## src/rtl/me_frame_sched.sv

```systemverilog
// ---------------------------------------------------------------------------
// me_frame_sched
//   Frame-level scheduler for the motion-estimation engine. Walks the
//   macroblock grid in raster order. For each MB it enables the engine, then
//   captures MSAD/row/column when the engine reports data_valid. The captured
//   result is presented on a valid/ready port. The MB coordinates (mb_x_o,
//   mb_y_o) give the current/reference memories their per-MB base address.
//
// Optional feature macro: ME_TIMEOUT_EN
//   When defined, a WAIT-state watchdog is built in. If the engine stays
//   silent for TIMEOUT_CYC cycles, the scheduler emits a saturated result
//   (SAD all ones, row = col = 0) and sets the sticky timeout_o flag.
//   When undefined, WAIT lasts until me_valid_i and timeout_o is tied to 0.
//
// Ports
//   clk           in   rising-edge clock
//   rst           in   asynchronous reset, active low
//   frame_start_i in   start-of-frame pulse, honoured only while idle
//   busy_o        out  high while a frame is in progress
//   frame_done_o  out  one-cycle pulse after the last MB result is accepted
//   mb_x_o/mb_y_o out  current macroblock column / row
//   me_en_o       out  engine enable, high for the whole WAIT state
//   me_valid_i    in   engine data_valid
//   me_sad_i      in   engine MSAD
//   me_row_i      in   engine MSAD_row
//   me_col_i      in   engine MSAD_column
//   res_valid_o   out  result valid
//   res_ready_i   in   result consumer ready
//   res_sad_o     out  captured MSAD
//   res_row_o     out  captured MSAD_row
//   res_col_o     out  captured MSAD_column
//   timeout_o     out  sticky watchdog flag
// ---------------------------------------------------------------------------
module me_frame_sched #(
  parameter int MB_COLS     = 22,
  parameter int MB_ROWS     = 18,
  parameter int MBX_W       = 5,
  parameter int MBY_W       = 5,
  parameter int SAD_W       = 14,
  parameter int MV_W        = 5,
  parameter int TIMEOUT_CYC = 4096
) (
  input  logic             clk,
  input  logic             rst,
  input  logic             frame_start_i,
  output logic             busy_o,
  output logic             frame_done_o,
  output logic [MBX_W-1:0] mb_x_o,
  output logic [MBY_W-1:0] mb_y_o,
  output logic             me_en_o,
  input  logic             me_valid_i,
  input  logic [SAD_W-1:0] me_sad_i,
  input  logic [MV_W-1:0]  me_row_i,
  input  logic [MV_W-1:0]  me_col_i,
  output logic             res_valid_o,
  input  logic             res_ready_i,
  output logic [SAD_W-1:0] res_sad_o,
  output logic [MV_W-1:0]  res_row_o,
  output logic [MV_W-1:0]  res_col_o,
  output logic             timeout_o
);

  typedef enum logic [1:0] {
    S_IDLE = 2'd0,
    S_WAIT = 2'd1,
    S_EMIT = 2'd2,
    S_DONE = 2'd3
  } state_t;

  localparam logic [MBX_W-1:0] LAST_X = MBX_W'(MB_COLS - 1);
  localparam logic [MBY_W-1:0] LAST_Y = MBY_W'(MB_ROWS - 1);

  state_t           r_state;
  logic [MBX_W-1:0] r_mb_x;
  logic [MBY_W-1:0] r_mb_y;
  logic [SAD_W-1:0] r_sad;
  logic [MV_W-1:0]  r_row;
  logic [MV_W-1:0]  r_col;

  logic w_last_col;
  logic w_last_mb;

  assign w_last_col = (r_mb_x == LAST_X);
  assign w_last_mb  = w_last_col && (r_mb_y == LAST_Y);

`ifdef ME_TIMEOUT_EN
  localparam int TMO_W = (TIMEOUT_CYC > 2) ? $clog2(TIMEOUT_CYC) : 1;
  localparam logic [TMO_W-1:0] TMO_LAST = TMO_W'(TIMEOUT_CYC - 1);

  logic [TMO_W-1:0] r_tmo_cnt;
  logic             r_timeout;
`else
  // The watchdog limit has no meaning without the watchdog.
  logic w_unused_cfg;
  assign w_unused_cfg = (TIMEOUT_CYC > 0);
`endif

  always_ff @(posedge clk or negedge rst) begin
    if (!rst) begin
      r_state <= S_IDLE;
      r_mb_x  <= '0;
      r_mb_y  <= '0;
      r_sad   <= '0;
      r_row   <= '0;
      r_col   <= '0;
`ifdef ME_TIMEOUT_EN
      r_tmo_cnt <= '0;
      r_timeout <= 1'b0;
`endif
    end else begin
      case (r_state)
        S_IDLE: begin
          if (frame_start_i) begin
            r_state <= S_WAIT;
            r_mb_x  <= '0;
            r_mb_y  <= '0;
`ifdef ME_TIMEOUT_EN
            r_tmo_cnt <= '0;
            r_timeout <= 1'b0;
`endif
          end
        end

        S_WAIT: begin
          // A real answer in the same cycle as the watchdog expiry takes priority.
          if (me_valid_i) begin
            r_sad   <= me_sad_i;
            r_row   <= me_row_i;
            r_col   <= me_col_i;
            r_state <= S_EMIT;
          end
`ifdef ME_TIMEOUT_EN
          else if (r_tmo_cnt == TMO_LAST) begin
            r_sad     <= '1;
            r_row     <= '0;
            r_col     <= '0;
            r_timeout <= 1'b1;
            r_state   <= S_EMIT;
          end else begin
            r_tmo_cnt <= r_tmo_cnt + 1'b1;
          end
`endif
        end

        S_EMIT: begin
          if (res_ready_i) begin
            if (w_last_mb) begin
              // Coordinates hold on the last MB until DONE clears them.
              r_state <= S_DONE;
            end else begin
              if (w_last_col) begin
                r_mb_x <= '0;
                r_mb_y <= r_mb_y + 1'b1;
              end else begin
                r_mb_x <= r_mb_x + 1'b1;
              end
              r_state <= S_WAIT;
`ifdef ME_TIMEOUT_EN
              r_tmo_cnt <= '0;
`endif
            end
          end
        end

        S_DONE: begin
          r_mb_x  <= '0;
          r_mb_y  <= '0;
          r_state <= S_IDLE;
        end

        default: r_state <= S_IDLE;
      endcase
    end
  end

  // Every output is a pure decode of registered state.
  // This keeps the module free of combinational input-to-output paths.
  assign busy_o       = (r_state != S_IDLE);
  assign me_en_o      = (r_state == S_WAIT);
  assign res_valid_o  = (r_state == S_EMIT);
  assign frame_done_o = (r_state == S_DONE);
  assign mb_x_o       = r_mb_x;
  assign mb_y_o       = r_mb_y;
  assign res_sad_o    = r_sad;
  assign res_row_o    = r_row;
  assign res_col_o    = r_col;

`ifdef ME_TIMEOUT_EN
  assign timeout_o = r_timeout;
`else
  assign timeout_o = 1'b0;
`endif

endmodule
```

## config.mk

```make
export PLATFORM = sky130hd
export DESIGN_NAME = me_frame_sched
export DESIGN_NICKNAME = d
export VERILOG_FILES = /design/src/rtl/me_frame_sched.sv
export SDC_FILE = /design/constraint.sdc
export NUM_CORES = 1
export LEC_CHECK = 0
export CAP_MARGIN = 30
export CORE_MARGIN = 4
export CORE_UTILIZATION = 39
export CTS_BUF_LIST = sky130_fd_sc_hd__clkbuf_4 sky130_fd_sc_hd__clkbuf_8 sky130_fd_sc_hd__clkbuf_16
export CTS_CLUSTER_DIAMETER = 100
export DETAILED_ROUTE_END_ITERATION = 10
export PLACE_DENSITY = 0.85
export SYNTH_ARGS = -nofsm -noshare
export SYNTH_HDL_FRONTEND = slang
export SYNTH_SLANG_ARGS = --single-unit
```

## constraint.sdc

```tcl
create_clock -name clk -period 2.5 [get_ports clk]
set_clock_uncertainty 0.05 [all_clocks]
set_input_delay 0.25 -clock clk [delete_from_list [all_inputs] [get_ports clk]]
set_output_delay 0.25 -clock clk [all_outputs]
set_load 0.03 [all_outputs]
```

==> reports/results.ini, run 1 <==
[timing]
finalMaxSlewViolations=0
worst_slew_pin_slew_ns=0.551
rsz0062_at_grt=no
post-route-min-period_ns=2.13
fmax_mhz=469
slew_headroom_pct=63.1
final.setup.tns_ns=0
hold_viol=0
post-route-period-util_pct=85.3
setup_violations=0

[run]
cap_violations=0

[cts]
holdBufCountCts=0
htree_levels=2
numCtsBuffers=5
cts.path.max_buffers=2
clk_pin_slew_ns=0.07
cts.sinks=36
ctsResizeCount=0
clock_latency_ns=0.28
post-cts-setup-buffer-count=0
cts_tree=built
root_buffer=clkbuf_8

[critical_path]
worstPathArrival_ns=1.83
crit_cells=3
reg2regPathDepth=6
critPathMaxFanout=8
path_cells=nand2b_4 -> inv_1 -> clkdlybuf4s50_1
slowest_delay_ns=0.71
start_kind=flop
cp_top_family=buffers and inverters
critPathKind=reg -> out
crit_slowest_cell=clkdlybuf4s50_1
required_ns=2.20
crit_buf_inv=2
crit_path_end_kind=primary output

[synthesis]
ys_ff_latch=36
ys.warnings.count=0
seq_area_frac_synth_pct=54.5
syn_inst=126
syn_nets=159
synth.distinct_cells=35
syn_area_sq_um=1650
avgSynthCellArea_sq_um=13.1

[finish]
diodes=0
most-common-layout-cells=clkdlybuf4s50_1, dfrtp_1, mux2_2, inv_1, nand2_1
fin_nets=230
multi_input_area_sq_um=696
final_common_cell=clkdlybuf4s50_1
areaGrowthSynthToFinish_pct=49.1
finalCoreUtilization_pct=60.7
layout.cells.non_filler=248
seq_area_sq_um=901
filler_cell_count=315
drive_gt1_share_pct=21.2

[detailed_routing]
wl_per_cell_microns=15.6
antenna_left=0
routed_via_density=4.95
vias=1228
wl_microns=3860
drc_errors=0
drt_iter0_drc=68
drtPass1Iterations=4

[global_route]
grt_max_degree=37
grt_usage_pct=14.5
grt_pass1_vias=1221
antenna_found_initial=0
gr-total-overflow=0
grt_pass1_wl_microns=5950

[power]
power_density_nw_per_um2=1220
power_uw=3020
leakagePower_uw=0.00106
ir_worst_vdd_mv=0.676

[floorplanning]
fp-row-count=23
core_sq_um=4060
die_x_microns=73.1
dieHeight_microns=73.1
num_io_pins=68
die_area_sq_um=5340
start_util_pct=40.7

[placement]
dp_cells=240
port_buffers=66
dpl.hpwl_microns=2940
gp_congestion=0.755

[min_path]
hold_path_class=in -> async

[status]
status=finished, final reports clean

worst reg2reg max path, stage by stage (launching register included):
cell and delay, ns:
dfrtp_1 0.44, inv_1 0.07, ha_1 0.18, and4bb_4 0.21
nor4b_4 0.34, a41oi_1 0.16, a31oi_1 0.16
per-layer routing:
metal / share of wire (%) / global-route usage (%) / vias up
met3: 5.6 / 3.44 / 4
met1: 41 / 17.8 / 593
met5: 0 / 0 / -
met2: 53 / 24.7 / 39
li1: - / - / 592
met4: 0.62 / 4.92 / 0
power breakdown:
group	internal (uW)	switching (uW)
Combinational	708	852
Sequential	811	143
Clock	307	199
through the flow:
stage          worst slack (ns)  hold slack [ns]  area, sq um
2_1_floorplan             0.697          -0.0956         1650
3_3_place_gp              0.669            0.437         2350
3_5_place_dp              0.613            0.443         2350
4_1_cts                   0.362            0.344         2460
5_1_grt                   0.273            0.382         2460
6_report                  0.368            0.339         2460
registers in the layout, summed over array words and instances (netlist names):
register	flops
res_sad_o	14
mb_x_o	5
mb_y_o	5
res_col_o	5
res_row_o	5
r_state	2
Yosys cell counts:
library cell / instances / area, sq um
o221ai_1: 2 / 17.5
and4bb_4: 1 / 16.3
buf_6: 2 / 22.5
nand4b_4: 1 / 23.8
a31oi_1: 2 / 12.5
buf_4: 1 / 7.51
mux2_2: 24 / 270
nand3b_1: 1 / 7.51
a211oi_1: 1 / 7.51
o21a_1: 2 / 15.0
nor4b_4: 1 / 23.8
and2_1: 1 / 6.26
or2_2: 2 / 12.5
nand3_1: 4 / 20.0
a41oi_1: 2 / 17.5
mux2_1: 1 / 11.3
ha_1: 4 / 50.1
nand2_1: 7 / 26.3
nand4b_1: 1 / 8.76
nor2_1: 4 / 15.0
a21oi_2: 1 / 8.76
nor2b_1: 2 / 12.5
conb_1: 1 / 3.75
o22ai_2: 1 / 12.5
o21ai_0: 4 / 20.0
dfrtp_1: 36 / 901
inv_1: 7 / 26.3
nand2_2: 1 / 6.26
mux2i_1: 1 / 10.0
nand2b_4: 1 / 13.8
a32o_1: 1 / 10.0
a21oi_1: 3 / 15.0
o41ai_1: 1 / 8.76
or3_1: 1 / 6.26
nand2b_1: 1 / 6.26
logic make-up after synthesis:
kind of cell / share of synthesized area [%]
and+or+nand+nor: 12.4
DFF: 54.5
muxes: 17.6
adders and majority gates: 3.03
buffers and inverters: 3.41
AOI/OAI and AO/OA: 8.78
other: 0.227
worst paths after layout:
path / to / from / slack (ns)
max reg2reg: mb_y_o[4] / mb_y_o[1] / 0.82
max: res_valid_o / r_state[0] / 0.37
max in group asynchronous: res_col_o[0] / rst / 1.73
min reg2reg: res_col_o[2] / res_col_o[2] / 0.45
min: res_sad_o[13] / rst / 0.34
min in group clk: res_col_o[2] / res_col_o[2] / 0.45
layout make-up:
cell class	count	share of cell area, %
repair buffers	67	27.1
flip-flops and latches	36	36.5
well taps	50	2.54
multi-input cells	80	28.2
clock inverters	2	1.42
clock buffers	6	3.10
inverters	7	1.07
(Power assumes the default switching activity.)
==> inputs of run 2 (changes only) <==
--- a/config.mk
+++ b/config.mk
@@ -11,6 +11,7 @@
 export CTS_BUF_LIST = sky130_fd_sc_hd__clkbuf_4 sky130_fd_sc_hd__clkbuf_8 sky130_fd_sc_hd__clkbuf_16
 export CTS_CLUSTER_DIAMETER = 100
 export DETAILED_ROUTE_END_ITERATION = 10
+export GPL_ROUTABILITY_DRIVEN = 0
 export PLACE_DENSITY = 0.85
 export SYNTH_ARGS = -nofsm -noshare
 export SYNTH_HDL_FRONTEND = slang
==> results of run 2 <==
The final DEF is identical to that of run 1; final timing and power are the same.
==> inputs of run 3 (changes only) <==
--- a/config.mk
+++ b/config.mk
@@ -7,12 +7,13 @@
 export LEC_CHECK = 0
 export CAP_MARGIN = 30
 export CORE_MARGIN = 4
-export CORE_UTILIZATION = 39
+export CORE_UTILIZATION = 45
 export CTS_BUF_LIST = sky130_fd_sc_hd__clkbuf_4 sky130_fd_sc_hd__clkbuf_8 sky130_fd_sc_hd__clkbuf_16
 export CTS_CLUSTER_DIAMETER = 100
+export CTS_CLUSTER_SIZE = 20
 export DETAILED_ROUTE_END_ITERATION = 10
 export GPL_ROUTABILITY_DRIVEN = 0
-export PLACE_DENSITY = 0.85
+export PLACE_DENSITY = 0.94
 export SYNTH_ARGS = -nofsm -noshare
 export SYNTH_HDL_FRONTEND = slang
 export SYNTH_SLANG_ARGS = --single-unit
==> run 3 against run 2 <==
Compared with the run above:
- global-route usage up 2.7 points
- utilization up 10 points
- sequential share of layout area up 0.43 points
- first-iteration DRC count up 19%
- register-to-register slack worse by 0.05 ns
- combinational power about the same
- count of clock-buffer cells in the layout down 1
- fmax down 1.3%
- die area down 12%
- routed wire length up 3.3%
- cell count down 1.6%
- non-clock buffer count unchanged
- largest power group unchanged
==> reports/results.ini, run 3 (synthesized netlist as in run 1, its figures left out) <==
[cts]
cts.path.max_buffers=2  ; unchanged
holdBufCountCts=0  ; unchanged
clock_latency_ns=0.28  ; about the same
htree_levels=2  ; unchanged
numCtsBuffers=5  ; unchanged
ctsResizeCount=0  ; unchanged
post-cts-setup-buffer-count=0  ; unchanged
cts_tree=built
root_buffer=clkbuf_8
cts.sinks=36  ; unchanged
clk_pin_slew_ns=0.07  ; about the same

[detailed_routing]
routed_via_density=5.19  ; +4.8%
drtPass1Iterations=4  ; unchanged
wl_microns=3990  ; +3.3%
vias=1266  ; +3.1%
antenna_left=0  ; unchanged
wl_per_cell_microns=16.3  ; +5.0%
drc_errors=0  ; unchanged
drt_iter0_drc=81  ; +19%

[critical_path]
critPathKind=reg -> out
required_ns=2.20  ; about the same
slowest_delay_ns=0.71  ; about the same
crit_slowest_cell=clkdlybuf4s50_1
worstPathArrival_ns=1.86  ; +0.03 ns
start_kind=flop
crit_path_end_kind=primary output
critPathMaxFanout=8  ; unchanged
path_cells=nand2b_4 -> inv_1 -> clkdlybuf4s50_1

[timing]
worst_slew_pin_slew_ns=0.545  ; -0.00586 ns
slew_headroom_pct=63.5  ; +0.39 points
finalWorstSetupSlack_ns=0.340  ; -0.0277 ns
final.setup.tns_ns=0  ; unchanged
fmax_mhz=463  ; -1.3%
hold_viol=0  ; unchanged
finalMaxSlewViolations=0  ; unchanged
rsz0062_at_grt=no
post-route-min-period_ns=2.16  ; +0.0277 ns
setup_violations=0  ; unchanged
post-route-period-util_pct=86.4  ; +1.1 points

[placement]
dpl.hpwl_microns=3080  ; +4.7%
port_buffers=66  ; unchanged
dp_cells=236  ; -1.7%
post-place-ws_ns=0.579  ; -0.0335 ns

[floorplanning]
num_io_pins=68  ; unchanged
fp-row-count=21  ; -8.7%
die_x_microns=68.6  ; -6.1%
die_area_sq_um=4710  ; -12%
start_util_pct=48.0  ; +7.3 points
core_sq_um=3440  ; -15%
dieHeight_microns=68.6  ; -6.1%

[finish]
layout.cells.non_filler=244  ; -1.6%
areaGrowthSynthToFinish_pct=47.4
drive_gt1_share_pct=21.2  ; unchanged
diodes=0  ; unchanged
fin_nets=230  ; unchanged
largest_register_ffs=14  ; unchanged
most-common-layout-cells=clkdlybuf4s50_1, dfrtp_1, mux2_2, inv_1, nand2_1
filler_cell_count=254  ; -19%
final_common_cell=clkdlybuf4s50_1

[run]
cap_violations=0  ; unchanged

[min_path]
hold_path_class=in -> async

[global_route]
antenna_found_initial=0  ; unchanged
grt_pass1_vias=1238  ; +1.4%
grt_max_degree=37  ; unchanged
grt_usage_pct=17.2  ; +2.7 points
gr-total-overflow=0  ; unchanged
grt_pass1_wl_microns=5840  ; -1.7%

[power]
ir_worst_vdd_mv=0.677  ; +0.22%
power_density_nw_per_um2=1200  ; -2.1%
leakagePower_uw=0.00105  ; -1.0%
power_uw=2920  ; -3.3%

[status]
status=finished, final reports clean

==> run 3: cell types whose count changed in the layout (fill, tap and decap cells not counted), sizes merged <==
cell | previous run | this run
bufinv | 1 | 0
clkbuf | 6 | 5
clkinv | 1 | 3
==> run 3: report_power, final <==
group	switching (uW)	internal, uW	total (uW)
clock	202	194	396
sequential	153	811	964
combinational	853	708	1560
==> run 3: final cells by class <==
| class | instances | area [sq um] | area share (%) |
|---|---|---|---|
| tap | 46 | 57.6 | 2.36 |
| clock buffer | 5 | 68.8 | 2.82 |
| inverter | 7 | 26.3 | 1.08 |
| clock inverter | 3 | 18.8 | 0.770 |
| sequential | 36 | 901 | 37.0 |
| multi-input combinational | 80 | 696 | 28.6 |
| timing repair buffer | 67 | 668 | 27.4 |
==> run 3: worst max-delay path: cells and delay by family (launching register included) <==
family	cells	cell delay (ns)
and+or+nand+nor	1	0.21
DFF	1	0.45
buffers and inverters	2	0.91
==> run 3: metal layers <==
layer / part of all wire [%] / global-route usage (%)
met2: 52 / 30.5
met1: 37 / 18.7
met5: 0 / 0
met3: 8.3 / 5.02
met4: 2.5 / 7.94
==> run 3: final timing paths <==
check	slack [ns]	to	start	depth (start not counted)
max	0.34	res_valid_o	r_state[0]	3
min	0.36	res_sad_o[13]	rst	2
max reg2reg	0.77	mb_x_o[1]	mb_x_o[0]	5
min reg2reg	0.46	res_sad_o[12]	res_sad_o[12]	1
max in group asynchronous	1.72	res_sad_o[7]	rst	2
min in group clk	0.46	res_sad_o[12]	res_sad_o[12]	1
==> run 3: stage by stage <==
step | hold slack, ns | area (sq um) | util [%]
finish | 0.364 | 2440 | 70.8
global route | 0.396 | 2440 | 70.8
CTS | 0.377 | 2440 | 70.8
detailed placement | 0.443 | 2350 | 68.2
global placement | 0.435 | 2350 | 68.2
floorplan | -0.0956 | 1650 | -
